[src/rtl/bram_uart_tx_if.sv]
`default_nettype none
// ============================================================================
//  Module      : bram_uart_tx_if
//  Description : Control, BRAM read port and UART status bundle for bram_uart_tx.
//  Revision    : 1.0 - initial release
// ============================================================================
interface bram_uart_tx_if #(
    parameter int ADDR_W = 16
);
    logic              start;
    logic [ADDR_W-1:0] base_addr;
    logic [15:0]       word_count;
    logic [ADDR_W-1:0] addr_io;
    logic              ena;
    logic [15:0]       data_in_io;
    logic              tx;
    logic              busy;
    logic              done;
    logic              led_tx;

    modport master (
        output start, base_addr, word_count, data_in_io,
        input  addr_io, ena, tx, busy, done, led_tx
    );

    modport slave (
        input  start, base_addr, word_count, data_in_io,
        output addr_io, ena, tx, busy, done, led_tx
    );
endinterface
`default_nettype wire

[src/rtl/bram_uart_tx.sv]
`default_nettype none
// ============================================================================
//  Module      : bram_uart_tx
//  Description : Dumps a run of 16-bit BRAM words over an 8N1 UART, high byte first.
//  Revision    : 1.0 - initial release
// ============================================================================
module bram_uart_tx #(
    parameter int CLKS_PER_BIT = 87,
    parameter int ADDR_W       = 16
) (
    input  logic          clk_100,
    input  logic          rst,
    bram_uart_tx_if.slave bus
);
    localparam int c_BAUD_W = (CLKS_PER_BIT > 1) ? $clog2(CLKS_PER_BIT) : 1;
    localparam logic [c_BAUD_W-1:0] c_BAUD_LAST = c_BAUD_W'(CLKS_PER_BIT - 1);

    typedef enum logic [3:0] {
        S_IDLE      = 4'd0,
        S_RD_ADDR   = 4'd1,
        S_RD_WAIT   = 4'd2,
        S_LOAD      = 4'd3,
        S_START_BIT = 4'd4,
        S_DATA_BITS = 4'd5,
        S_STOP_BIT  = 4'd6,
        S_NEXT      = 4'd7,
        S_DONE      = 4'd8
    } state_t;

    state_t              r_state;
    state_t              w_state_next;
    logic [ADDR_W-1:0]   r_addr;
    logic [15:0]         r_remain;
    logic [15:0]         r_word;
    logic                r_low_sel;
    logic [2:0]          r_bit_idx;
    logic [c_BAUD_W-1:0] r_baud_cnt;
    logic                r_tx;
    logic                w_bit_done;
    logic                w_in_frame;
    logic                w_tx_next;
    logic [7:0]          w_cur_byte;

    assign w_in_frame = (r_state == S_START_BIT) || (r_state == S_DATA_BITS) ||
                        (r_state == S_STOP_BIT);
    assign w_bit_done = (r_baud_cnt == c_BAUD_LAST);
    assign w_cur_byte = r_low_sel ? r_word[7:0] : r_word[15:8];

    always_comb begin
        w_state_next = r_state;
        w_tx_next    = 1'b1;
        case (r_state)
            S_IDLE: begin
                if (bus.start) begin
                    w_state_next = (bus.word_count != 16'd0) ? S_RD_ADDR : S_DONE;
                end
            end
            S_RD_ADDR: w_state_next = S_RD_WAIT;
            S_RD_WAIT: w_state_next = S_LOAD;
            S_LOAD:    w_state_next = S_START_BIT;
            S_START_BIT: begin
                w_tx_next = 1'b0;
                if (w_bit_done) w_state_next = S_DATA_BITS;
            end
            S_DATA_BITS: begin
                w_tx_next = w_cur_byte[r_bit_idx];
                if (w_bit_done && (r_bit_idx == 3'd7)) w_state_next = S_STOP_BIT;
            end
            S_STOP_BIT: begin
                // The low byte follows the high byte's stop bit with no idle gap.
                if (w_bit_done) w_state_next = r_low_sel ? S_NEXT : S_START_BIT;
            end
            S_NEXT:  w_state_next = (r_remain != 16'd1) ? S_RD_ADDR : S_DONE;
            S_DONE:  w_state_next = S_IDLE;
            default: w_state_next = S_IDLE;
        endcase
    end

    always_ff @(posedge clk_100 or posedge rst) begin
        if (rst) begin
            r_state    <= S_IDLE;
            r_addr     <= '0;
            r_remain   <= '0;
            r_word     <= '0;
            r_low_sel  <= 1'b0;
            r_bit_idx  <= '0;
            r_baud_cnt <= '0;
            r_tx       <= 1'b1;
        end else begin
            r_state <= w_state_next;
            r_tx    <= w_tx_next;
            case (r_state)
                S_IDLE: begin
                    if (bus.start) begin
                        r_addr   <= bus.base_addr;
                        r_remain <= bus.word_count;
                    end
                end
                S_LOAD: begin
                    r_word    <= bus.data_in_io;
                    r_low_sel <= 1'b0;
                end
                S_DATA_BITS: if (w_bit_done) r_bit_idx <= r_bit_idx + 3'd1;
                S_STOP_BIT:  if (w_bit_done) r_low_sel <= 1'b1;
                S_NEXT: begin
                    r_addr   <= r_addr + ADDR_W'(1);
                    r_remain <= r_remain - 16'd1;
                end
                default: ;
            endcase
            if (w_in_frame && !w_bit_done) r_baud_cnt <= r_baud_cnt + c_BAUD_W'(1);
            else                           r_baud_cnt <= '0;
        end
    end

    assign bus.addr_io = r_addr;
    assign bus.ena     = (r_state == S_RD_ADDR);
    assign bus.tx      = r_tx;
    assign bus.busy    = (r_state != S_IDLE) && (r_state != S_DONE);
    assign bus.done    = (r_state == S_DONE);
    assign bus.led_tx  = bus.busy;
endmodule
`default_nettype wire
[src/flat_wrapper.sv]
// flat-port wrapper written by rule: the top's interface ports become plain ports
module bram_uart_tx_flat 
#(
    parameter int CLKS_PER_BIT = 87,
    parameter int ADDR_W       = 16
)
  (clk_100, rst, bus_start, bus_base_addr, bus_word_count, bus_data_in_io, bus_addr_io, bus_ena, bus_tx, bus_busy, bus_done, bus_led_tx);
  bram_uart_tx_if #(.ADDR_W(ADDR_W)) bus_i ();
  input  logic clk_100;
  input  logic rst;
  input wire logic [$bits(bus_i.start)-1:0] bus_start;
  input wire logic [$bits(bus_i.base_addr)-1:0] bus_base_addr;
  input wire logic [$bits(bus_i.word_count)-1:0] bus_word_count;
  input wire logic [$bits(bus_i.data_in_io)-1:0] bus_data_in_io;
  output wire logic [$bits(bus_i.addr_io)-1:0] bus_addr_io;
  output wire logic [$bits(bus_i.ena)-1:0] bus_ena;
  output wire logic [$bits(bus_i.tx)-1:0] bus_tx;
  output wire logic [$bits(bus_i.busy)-1:0] bus_busy;
  output wire logic [$bits(bus_i.done)-1:0] bus_done;
  output wire logic [$bits(bus_i.led_tx)-1:0] bus_led_tx;
  assign bus_i.start = bus_start;
  assign bus_i.base_addr = bus_base_addr;
  assign bus_i.word_count = bus_word_count;
  assign bus_i.data_in_io = bus_data_in_io;
  assign bus_addr_io = bus_i.addr_io;
  assign bus_ena = bus_i.ena;
  assign bus_tx = bus_i.tx;
  assign bus_busy = bus_i.busy;
  assign bus_done = bus_i.done;
  assign bus_led_tx = bus_i.led_tx;
  bram_uart_tx #(.CLKS_PER_BIT(CLKS_PER_BIT), .ADDR_W(ADDR_W)) u_core (.clk_100(clk_100), .rst(rst), .bus(bus_i));
endmodule
[config.mk]
export PLATFORM = sky130hd
export DESIGN_NAME = bram_uart_tx_flat
export DESIGN_NICKNAME = d
export VERILOG_FILES = /design/src/rtl/bram_uart_tx_if.sv /design/src/rtl/bram_uart_tx.sv /design/src/flat_wrapper.sv
export SDC_FILE = /design/constraint.sdc
export NUM_CORES = 1
export LEC_CHECK = 0
export ABC_AREA = 1
export CORE_MARGIN = 3
export CORE_UTILIZATION = 53
export CTS_CLUSTER_SIZE = 16
export DETAILED_ROUTE_END_ITERATION = 10
export MAX_ROUTING_LAYER = met4
export PLACE_DENSITY = 0.78
export SYNTH_ARGS = -nofsm -noshare
export SYNTH_HDL_FRONTEND = slang
export SYNTH_SLANG_ARGS = --single-unit
[constraint.sdc]
create_clock -name clk_100 -period 3.2 [get_ports clk_100]
set_clock_uncertainty 0.05 [all_clocks]
set_input_delay 0.96 -clock clk_100 [delete_from_list [all_inputs] [get_ports clk_100]]
set_output_delay 0.96 -clock clk_100 [all_outputs]
set_load 0.005 [all_outputs]
==> flow_summary.ini <==
[final_layout]
syn_to_final_growth_pct = 25.8
diodes = 0
drive_above_1_share_pct = 6.15
layout.nets = 687
final_cells = 730

[power]
p_comb_share_pct = 42.1
internal-power_uw = 2330
ir_drop_uv = 399
p_per_area_nw_per_um2 = 810
switching_share_pct = 41.1
p_sw_uw = 1630
power_leakage_uw = 0.00223
pwr-share-seq_pct = 37.5
pwr-share-clk_pct = 20.4

[setup_path]
critical_path_class = reg2out
cp_slowest_cell = clkdlybuf4s50_1
crit_path_start_kind = register
r2r_slack_ns = 0.95
path_delay_family = buffers and inverters
critical_path_buf_inv_count = 2
critPathRequiredTime_ns = 2.19
slowest_delay_ns = 0.55
end_kind = output port
path_max_fanout = 5
reg2reg_from = u_core.r_state[1]
cp_cell_sequence = inv_1 > nand2_1 > nor3_1 > clkdlybuf4s50_1
reg2regPathDepth = 6
r2r-end = u_core.r_remain[4]
cp.arrival_ns = 1.76

[global_route]
antenna_found_initial = 0
grt_pass1_wl_um = 16400
grt_pass1_vias = 3590
grt_usage_pct = 24.9
overflow = 0
grt_max_degree = 33

[synthesis]
synth_seq_area_share_pct = 41.3
yosys_warnings = 0
syn_avg_cell_area_sq_um = 6.97
ys_types = 34
ys_ff_latch = 64
syn_area_sq_um = 3880
synthesis.nets = 615
synthCells = 557

[floorplan]
die_w_um = 91.6
start_util_pct = 55.9
die-area_sq_um = 8390
top_level_ports = 72
die_h_um = 91.6
rows = 30
core_region_area_sq_um = 6940

[clock_network]
clk_pin_slew_worst_paths_ns = 0.07
cts-resized-gates = 0
cts_setup_buffers = 0
htreeDepth = 3
cts-root-buf = clkbuf_8
cts_tree = yes
insertion_delay_ns = 0.36
cts_hold_buf = 0
cts_sinks = 64
cts_buffers = 9
clockBufferDepth = 2

[detailed_routing]
drtPass1Iterations = 5
wire_per_inst_um = 13.3
drc_errors = 0
num_vias = 3827
wl_um = 9680
ant_nets = 0
drt_iter0_drc = 185
viasPerCell = 5.24

[sta]
rsz0062_at_grt = no
hold_viol_final = 0
finalSetupViolations = 0
timing.final.crit_share_pct = 86.5
fin_crit_ns = 2.77
finalSetupTns_ns = 0
slew_viol_final = 0
hold-worst-slack_ns = 0.431
clock.fmax_ghz = 0.361
worstMarginPinSlew_ns = 0.560
maxSlewHeadroom_pct = 62.6
timing.final.ws_setup_ns = 0.430

[run_status]
status = complete, no violations

[hold_path]
min-delay-start = u_core.r_word[12]
hp-class = reg2reg
min_path_cells = 2
min_to = u_core.r_word[12]

[flow_run]
cap_violations = 0

[placement]
port_buffers = 71
place_ws_ns = 0.677
place_congestion = 0.926
placed_cells = 714
dpl.hpwl_um = 7090
## per-layer routing
layer / track usage [%] / share of wire [%]
met4: 9.30 / 1.9
met3: 4.06 / 5.9
met5: - / 0
met1: 31.1 / 44
met2: 40.6 / 48
## tightest hold or removal path, delay by kind of cell, from the launching register on
kind | cells | cell delay (ns)
flip-flops | 1 | 0.35
AND/OR/NAND/NOR | 2 | 0.09
## state kept, by name, indices dropped and copies added (netlist names)
| signal | cells |
|---|---|
| u_core.bus.tx | 1 |
| u_core.r_low_sel | 1 |
| u_core.r_word | 16 |
| u_core.r_remain | 16 |
| u_core.r_state | 4 |
| u_core.r_bit_idx | 3 |
| u_core.r_baud_cnt | 7 |
| u_core.bus.addr_io | 16 |
## worst max-delay path by stage
| stage | from | to | slack [ns] | cells past startpoint |
|---|---|---|---|---|
| after floorplan | rst | u_core.bus.addr_io[0] | 0.59 | 1 |
| after global placement | bus_start | u_core.bus.addr_io[9] | 0.72 | 8 |
| after detailed placement | bus_start | u_core.bus.addr_io[9] | 0.68 | 8 |
| after CTS | u_core.r_state[1] | bus_done | 0.41 | 4 |
| after global routing | u_core.r_state[1] | bus_done | 0.34 | 4 |
| final | u_core.r_state[3] | bus_ena | 0.43 | 4 |
## cell families after synthesis
kind of cell | count (synthesis) | share of synthesized area (%)
AND/OR/NAND/NOR | 334 | 36.6
buffers and inverters | 83 | 9.41
XOR/XNOR | 2 | 0.451
flip-flops | 64 | 41.3
multiplexers | 2 | 0.580
AO/OA/AOI/OAI | 65 | 9.41
adder cells (fa/ha/maj) | 7 | 2.26
## metrics by stage
stage          utilization (%)  instance area (sq um)  total power, uW
3_5_place_dp              67.0                   4650             3150
2_1_floorplan                -                   3880             2570
3_3_place_gp              67.0                   4650             3080
4_1_cts                   70.3                   4880             3960
6_report                  70.3                   4880             3960
5_1_grt                   70.3                   4880             4270
## Yosys cell counts (all sizes together)
library cell / count / share of area [%]
o32ai: 1 / 0.23
nor3: 5 / 0.77
mux2: 2 / 0.58
dfstp: 1 / 0.68
nor2: 82 / 8.4
nand2: 180 / 18
or2: 1 / 0.16
a21oi: 9 / 1.2
o21ai: 38 / 4.9
dfrtp: 63 / 41
o22ai: 3 / 0.48
clkbuf: 2 / 0.19
nand4: 7 / 1.5
o211ai: 11 / 2.1
buf: 13 / 2.6
xnor2: 1 / 0.23
ha: 7 / 2.3
inv: 68 / 6.6
nor4: 1 / 0.16
nand3: 56 / 7.2
nand3b: 2 / 0.39
xor2: 1 / 0.23
a31oi: 2 / 0.32
a211oi: 1 / 0.19
## power by group through the flow
stage	combinational, uW	clock (uW)	sequential, uW
floorplan	1160	0	1410
global placement	1610	0	1470
detailed placement	1660	0	1490
CTS	1670	813	1480
global route	1900	843	1530
finish	1670	805	1480
## placed cells by master (no fill, tap or decap), drive strengths merged, types with 9 or more instances in the layout
master	Yosys	layout
nand2	180	180
inv	68	69
nand3	56	56
o21ai	38	38
a21oi	9	9
dfrtp	63	63
nor2	82	82
o211ai	11	11
clkbuf	2	10
clkdlybuf4s50	0	71
## final cells by class
type	instances	area [sq um]
clock inverter	6	91.3
clock buffer	10	138
tap	96	120
fill	575	2060
multi-input combinational	410	1910
timing repair buffer	76	761
inverter	68	255
sequential	64	1600
Power figures use the tool's default switching activity.
